### src/rtl/seq_pattern_gen.sv
// Serial pattern transmitter: streams a latched PAT_W-bit pattern MSB-first for
// rep_cnt repetitions, optionally sharing the prefix/suffix border between reps.
module seq_pattern_gen #(
  parameter int PAT_W = 4,
  parameter int CNT_W = 8,
  parameter int GAP_W = 4
) (
  input  logic             clk,
  input  logic             rst,
  input  logic             start,
  input  logic [PAT_W-1:0] pattern,
  input  logic [CNT_W-1:0] rep_cnt,
  input  logic [GAP_W-1:0] gap,
  input  logic             overlap_en,
  output logic             data,
  output logic             data_vld,
  output logic             busy,
  output logic             done
);

  localparam int IDX_W = (PAT_W > 1) ? $clog2(PAT_W) : 1;
  localparam logic [IDX_W-1:0] TOP_IDX = IDX_W'(PAT_W - 1);

  typedef enum logic [2:0] {
    IDLE = 3'd0,
    LOAD = 3'd1,
    SEND = 3'd2,
    GAP  = 3'd3,
    DONE = 3'd4
  } state_t;

  state_t           state, state_nxt;
  logic [IDX_W-1:0] idx, idx_nxt;
  logic [IDX_W-1:0] border, border_nxt;
  logic [CNT_W-1:0] rep_left, rep_left_nxt;
  logic [GAP_W-1:0] gap_left, gap_left_nxt;
  logic [GAP_W-1:0] gap_l, gap_l_nxt;
  logic [PAT_W-1:0] pat, pat_nxt;
  logic             ovl_l, ovl_l_nxt;
  logic             data_nxt, vld_nxt, busy_nxt, done_nxt;

  // Largest b in 0..PAT_W-1 whose top b bits equal its bottom b bits.
  function automatic logic [IDX_W-1:0] border_of(input logic [PAT_W-1:0] p);
    logic [IDX_W-1:0] b;
    logic             match;
    b = '0;
    for (int k = 1; k < PAT_W; k++) begin
      match = 1'b1;
      for (int i = 0; i < k; i++) begin
        if (p[PAT_W-k+i] != p[i]) match = 1'b0;
      end
      if (match) b = IDX_W'(k);
    end
    return b;
  endfunction

  always_comb begin
    state_nxt    = state;
    idx_nxt      = idx;
    border_nxt   = border;
    rep_left_nxt = rep_left;
    gap_left_nxt = gap_left;
    gap_l_nxt    = gap_l;
    pat_nxt      = pat;
    ovl_l_nxt    = ovl_l;

    case (state)
      IDLE: begin
        if (start) begin
          if (rep_cnt != '0) begin
            pat_nxt      = pattern;
            rep_left_nxt = rep_cnt;
            gap_l_nxt    = gap;
            ovl_l_nxt    = overlap_en;
            state_nxt    = LOAD;
          end else begin
            state_nxt = DONE;
          end
        end
      end
      LOAD: begin
        border_nxt = border_of(pat);
        idx_nxt    = TOP_IDX;
        state_nxt  = SEND;
      end
      SEND: begin
        if (idx == '0) begin
          if (rep_left == CNT_W'(1)) begin
            state_nxt = DONE;
          end else begin
            rep_left_nxt = rep_left - CNT_W'(1);
            if (gap_l != '0) begin
              gap_left_nxt = gap_l;
              state_nxt    = GAP;
            end else begin
              // Back-to-back reps may skip the shared border bits.
              idx_nxt = ovl_l ? (TOP_IDX - border) : TOP_IDX;
            end
          end
        end else begin
          idx_nxt = idx - IDX_W'(1);
        end
      end
      GAP: begin
        if (gap_left == GAP_W'(1)) begin
          idx_nxt   = TOP_IDX;
          state_nxt = SEND;
        end else begin
          gap_left_nxt = gap_left - GAP_W'(1);
        end
      end
      DONE: begin
        state_nxt = IDLE;
      end
      default: begin
        state_nxt = IDLE;
      end
    endcase

    // Outputs are registered views of the state being entered.
    vld_nxt  = (state_nxt == SEND);
    data_nxt = vld_nxt ? pat[idx_nxt] : 1'b0;
    busy_nxt = (state_nxt == LOAD) || (state_nxt == SEND) || (state_nxt == GAP);
    done_nxt = (state_nxt == DONE);
  end

  always_ff @(posedge clk or negedge rst) begin
    if (!rst) begin
      state    <= IDLE;
      idx      <= '0;
      border   <= '0;
      rep_left <= '0;
      gap_left <= '0;
      gap_l    <= '0;
      pat      <= '0;
      ovl_l    <= 1'b0;
      data     <= 1'b0;
      data_vld <= 1'b0;
      busy     <= 1'b0;
      done     <= 1'b0;
    end else begin
      state    <= state_nxt;
      idx      <= idx_nxt;
      border   <= border_nxt;
      rep_left <= rep_left_nxt;
      gap_left <= gap_left_nxt;
      gap_l    <= gap_l_nxt;
      pat      <= pat_nxt;
      ovl_l    <= ovl_l_nxt;
      data     <= data_nxt;
      data_vld <= vld_nxt;
      busy     <= busy_nxt;
      done     <= done_nxt;
    end
  end

endmodule

### config.mk
export PLATFORM = sky130hd
export DESIGN_NAME = seq_pattern_gen
export DESIGN_NICKNAME = d
export VERILOG_FILES = /design/src/rtl/seq_pattern_gen.sv
export SDC_FILE = /design/constraint.sdc
export NUM_CORES = 1
export LEC_CHECK = 0
export CAP_MARGIN = 20
export CORE_MARGIN = 4
export CORE_UTILIZATION = 56
export CTS_BUF_LIST = sky130_fd_sc_hd__clkbuf_4
export CTS_CLUSTER_DIAMETER = 60
export DETAILED_ROUTE_END_ITERATION = 8
export PLACE_DENSITY = 0.82
export SLEW_MARGIN = 30
export SYNTH_ARGS = -nofsm -noshare
export SYNTH_HDL_FRONTEND = slang
export SYNTH_SLANG_ARGS = --single-unit
export TNS_END_PERCENT = 30
### constraint.sdc
create_clock -name clk -period 2.17 [get_ports clk]
set_clock_uncertainty 0.15 [all_clocks]
set_input_delay 0.217 -clock clk [delete_from_list [all_inputs] [get_ports clk]]
set_output_delay 0.217 -clock clk [all_outputs]
set_load 0.005 [all_outputs]
After elaboration in Yosys (flattened, before gate mapping):

Index checks and enable logic that the tools add are counted.

* register bits after elaboration: 32
* input port bits: 20

* add/subtract/negate cells: 4
* $lt $le $gt $ge: 1
* equality and inequality tests: 21
* multiplexer cells: 38
* reductions and logical operators: 11

Operators by type and width (number)
* 2-to-1 mux 8 bit: 4
* 2-to-1 mux 3 bit: 6
* 2-to-1 mux 4 bit: 4
* one-hot mux 8 bit (2 select lines): 1
* 2-to-1 mux 2 bit: 7
* == test 3 x 2 -> 1 bit, second input constant: 4
* 2-to-1 mux 1 bit: 12
* inequality test 2 bit, second input constant: 6
* one-hot mux 3 bit (4 select lines): 1
* AND reduction 5 bit: 2
* == test 8 x 1 -> 1 bit, second input constant: 1
* one-hot mux 4 bit (2 select lines): 1
* nonzero test 8 bit: 1
* subtractor 8 x 1 -> 8 bit, second input constant: 1
* == test 3 x 1 -> 1 bit, second input constant: 2
* inequality test 1 bit: 6
* one-hot mux 2 bit (3 select lines): 1
* == test 4 x 1 -> 1 bit, second input constant: 1
* nonzero test 2 bit: 2
* nonzero test 4 bit: 1
* subtractor 4 x 1 -> 4 bit, second input constant: 1
* == test 3 bit, second input constant: 1
* logical NOT 3 bit: 1
* < comparator 2 x 3 -> 1 bit, second input constant: 1
* 6 further kinds: 7

Logic depth before layout (Yosys ltp):

* depth after elaboration: 9
* gate-level depth with buffers: 8

Worst setup path before layout:

No wires, ideal clock.

* kind: flip-flop to flip-flop
* start: register gap_left[1]
* end: register data
* arrival: 1.624 ns
* required time: 1.909 ns
* setup slack: 0.285 ns
* cell stages (with the launch flop): 9
* buffers on the path: 0
* cells stage by stage: dfrtp_1 -> inv_1 -> ha_1 -> nor3b_1 -> o21bai_1 -> a2bb2o_1 -> o21ai_2 -> a211oi_1 -> a2111oi_2

* cells in the longest elaborated chain, start to end: 6
* elaborated cells on any way between the ends: 9
* classes of those cells: 2 x eq/ne; 7 x mux

RTL lines
* start: declaration: line 36 `logic [GAP_W-1:0] gap_left, gap_left_nxt;`
* start signal: assignment: line 146 `gap_left <= gap_left_nxt;`
* == test 4 x 1 -> 1 bit: line 105 `if (gap_left == GAP_W'(1)) begin`
* 2-to-1 mux 2 bit: line 105
* one-hot mux 2 bit (3 select lines): line 67 `case (state)`
* named net idx_nxt[1]: line 33 `logic [IDX_W-1:0] idx, idx_nxt;`
* binary-select mux 1 bit (select 2 bit): line 122 `data_nxt = vld_nxt ? pat[idx_nxt] : 1'b0;`
* 2-to-1 mux 1 bit (implied by the code): line 122
* 2-to-1 mux 1 bit: line 122
* named net data_nxt: line 40 `logic data_nxt, vld_nxt, busy_nxt, done_nxt;`
* end signal: assignment: line 150 `data <= data_nxt;`
* end: declaration: line 15 `output logic data,`

The timed path passes the listed nets, and every way through them passes these cells. The select of a mux whose other input is x is not followed.
A chain may end at the register's enable or synchronous reset.

Worst setup path after layout:

Ends and elaborated chain as after synthesis.

==> impl_metrics.ini <==
[logic_synthesis]
postSynth.asyncResetShare_pct = 100
synth-edff-count = 0
synth-xor-area-share_pct = 1.54
syn_avg_cell_area_sq_um = 9.91
synth-compound-area-share_pct = 19.9
synth_area_sq_um = 1700
synth_ff_type = dfrtp_1
synth-adder-area-share_pct = 2.94
yosysWarningCount = 0
yosys.area_share.simple_pct = 18.1
synth.distinct_cells = 42
postSynthCellCount = 172
syn_nets = 196
synthTopCellsByCount = dfrtp_1, o21ai_0, nor2_1, a21oi_1
synth_top_family_by_area = compound AO/OA/AOI/OAI gates
synthTopCellsByArea = dfrtp_1, mux2_2, o21ai_0
yosysTopAreaCell = dfrtp_1
ys_ff_latch = 32
synth_top_area_share_pct = 47.0
synthMuxAreaShare_pct = 7.20
yosysMostFrequentCell = dfrtp_1
yosysSeqAreaShare_pct = 47.0

[clocking]
cts_max_level = 2
cts_hold_buf = 0
clkTransAtPathRegs_ns = 0.10
cts_root_buf = clkbuf_4
cts_tree = yes
cts_buffer_depth = 2
cts.sinks = 32
clkLatencyLatePin_ns = 0.34
cts_buffers = 5

[power]
p_per_area_nw_per_um2 = 1430
p_leak_nw = 0.873
peakVddDrop_mv = 0.652

[timing]
finalWorstPathRequiredPeriod_ns = 2.09
tightest_slew_ns = 0.451
final-max-slew-violation-count = 0
period_share_pct = 96.4
slew_headroom_pct = 69.7
clock.fmax_mhz = 478
hold_viol_final = 0
setup_viol_count_final = 0

[worst_setup_path]
crit_path_end_kind = flop
worst_r2r_path_depth = 9
r2r_setup_slack_ns = 0.08
arrival_ns = 2.16
crit_chain = inv_1 > ha_1 > nor3b_2 > buf_4 > o21bai_1 > a2bb2o_1 > o21ai_2 > a211oi_1 > a2111oi_2
required_ns = 2.24
critical_path_class = reg2reg
critPathMaxFanout = 3
slowest_stage = dfrtp_1
setup.worst_path.start_class = flop
critPathMaxStageDelay_ns = 0.41
r2r-end = data$_DFF_PN0_
r2r-start = gap_left[1]$_DFFE_PN0P_

[floorplan]
die_w_um = 63.2
ioPinCount = 24
dieHeight_um = 63.2
dieArea_sq_um = 3990
start_util_pct = 60.2
core-area_sq_um = 2830
rows = 19

[routing]
ant_nets = 0
drt-total-wl_um = 3660
wl_per_cell_um = 15.2
drtIter0Drc = 146
drt-pass1-iter-count = 4
viasPerCell = 5.97
via_count = 1433
drc = 0

[worst_hold_path]
hold_path_class = in2async

[cells_and_area]
num-nets-final = 233
antennaDiodeCount = 0
stdcell_count = 240
utilization_pct = 74.3
n_fill_cell = 224
drive_above_1_share_pct = 18.2
areaGrowthSynthToFinish_pct = 23.3

[grt]
grt_pass1_wl_um = 6560
overflow = 0
grt_pass1_vias = 1535
grt_use_total_pct = 21.1
grt_max_degree = 33
antenna_found_initial = 0

[place]
place_congestion = 0.863
port_buffers = 23
dp_hpwl_um = 2680
placed_cells = 230

[job]
cap_viol_max_count = 0

[outcome]
status = completed
critical path, delay by kind of cell, from the launching register on:
| kind | cells | cell delay (ns) |
|---|---|---|
| AND/OR/NAND/NOR | 1 | 0.19 |
| AO/OA/AOI/OAI | 5 | 0.84 |
| flip-flops | 1 | 0.41 |
| buffers and inverters | 2 | 0.24 |
| adder cells (fa/ha/maj) | 1 | 0.14 |
stage by stage:
step / setup TNS, ns / area (sq um) / total power [mW] / setup WS [ns] / hold slack [ns]
6_report: 0 / 2100 / 3.00 / 0.0783 / 0.112
5_1_grt: -0.0490 / 2100 / 3.27 / -0.0490 / 0.144
4_1_cts: 0 / 2070 / 2.96 / 0.0166 / 0.111
3_5_place_dp: 0 / 2030 / 2.64 / 0.0254 / 0.346
3_3_place_gp: 0 / 2030 / 2.54 / 0.124 / 0.349
2_1_floorplan: 0 / 1700 / 2.15 / 0.285 / -0.229
per-layer routing:
metal	routed length, um	vias to the layer above	global-route usage, %	share of wire (%)
met2	1840	37	32.8	50
met3	193	7	7.46	5.3
li1	-	693	-	-
met4	65	0	11.3	1.8
met1	1550	696	25.5	42
met5	0	-	0	0
cells by family after synthesis:
kind of cell	Yosys count
muxes	11
adders and majority gates	4
AOI/OAI and AO/OA	52
and+or+nand+nor	56
DFF	32
xor gates and xnor gates	3
buffers and inverters	14
layout by cell type (no fill, tap or decap), types with 5 or more instances in the layout:
cell type,n
clkbuf_4,5
nand2_1,10
nor2_1,17
mux2_2,10
dfrtp_1,32
nor3_1,5
o21ai_0,19
buf_4,11
inv_1,8
a21oi_1,13
clkdlybuf4s50_1,23
what timing repair did:
item / 4_1_cts / 5_1_grt
resized for setup: 0 / 2
setup endpoints to repair: 0 / 1
setup buffers: 0 / 3
worst max path at each step:
stage                            startpoint        endpoint  slack (ns)  cells past startpoint
global route        gap_left[1]$_DFFE_PN0P_  data$_DFF_PN0_       -0.05                      9
finish              gap_left[1]$_DFFE_PN0P_  data$_DFF_PN0_        0.08                      9
detailed placement               rep_cnt[6]  data$_DFF_PN0_        0.03                      5
CTS                 gap_left[0]$_DFFE_PN0P_  data$_DFF_PN0_        0.02                      8
floorplan           gap_left[1]$_DFFE_PN0P_  data$_DFF_PN0_        0.28                      8
global placement    gap_left[1]$_DFFE_PN0P_  data$_DFF_PN0_        0.12                      9
sequential cells by signal (all words and copies together), names as in the netlist, 2 cells and up:
register	count
state	3
gap_left	4
pat	4
idx	2
rep_left	8
gap_l	4
border	2
area by class of cell:
type,instances,area [sq um],area share (%)
flip-flops and latches,32,801,38.1
clock inverters,2,7.51,0.357
multi-input cells,126,851,40.5
clock buffers,5,37.5,1.79
inverters,9,33.8,1.61
repair buffers,35,333,15.8
well taps,31,38.8,1.85
report_power, final:
group	switching, mW	total, mW	internal [mW]	leakage (nW)
Combinational	0.784	1.56	0.779	0.457
Sequential	0.263	1.13	0.862	0.390
Clock	0.195	0.307	0.113	0.0261
Power figures use the tool's default switching activity.
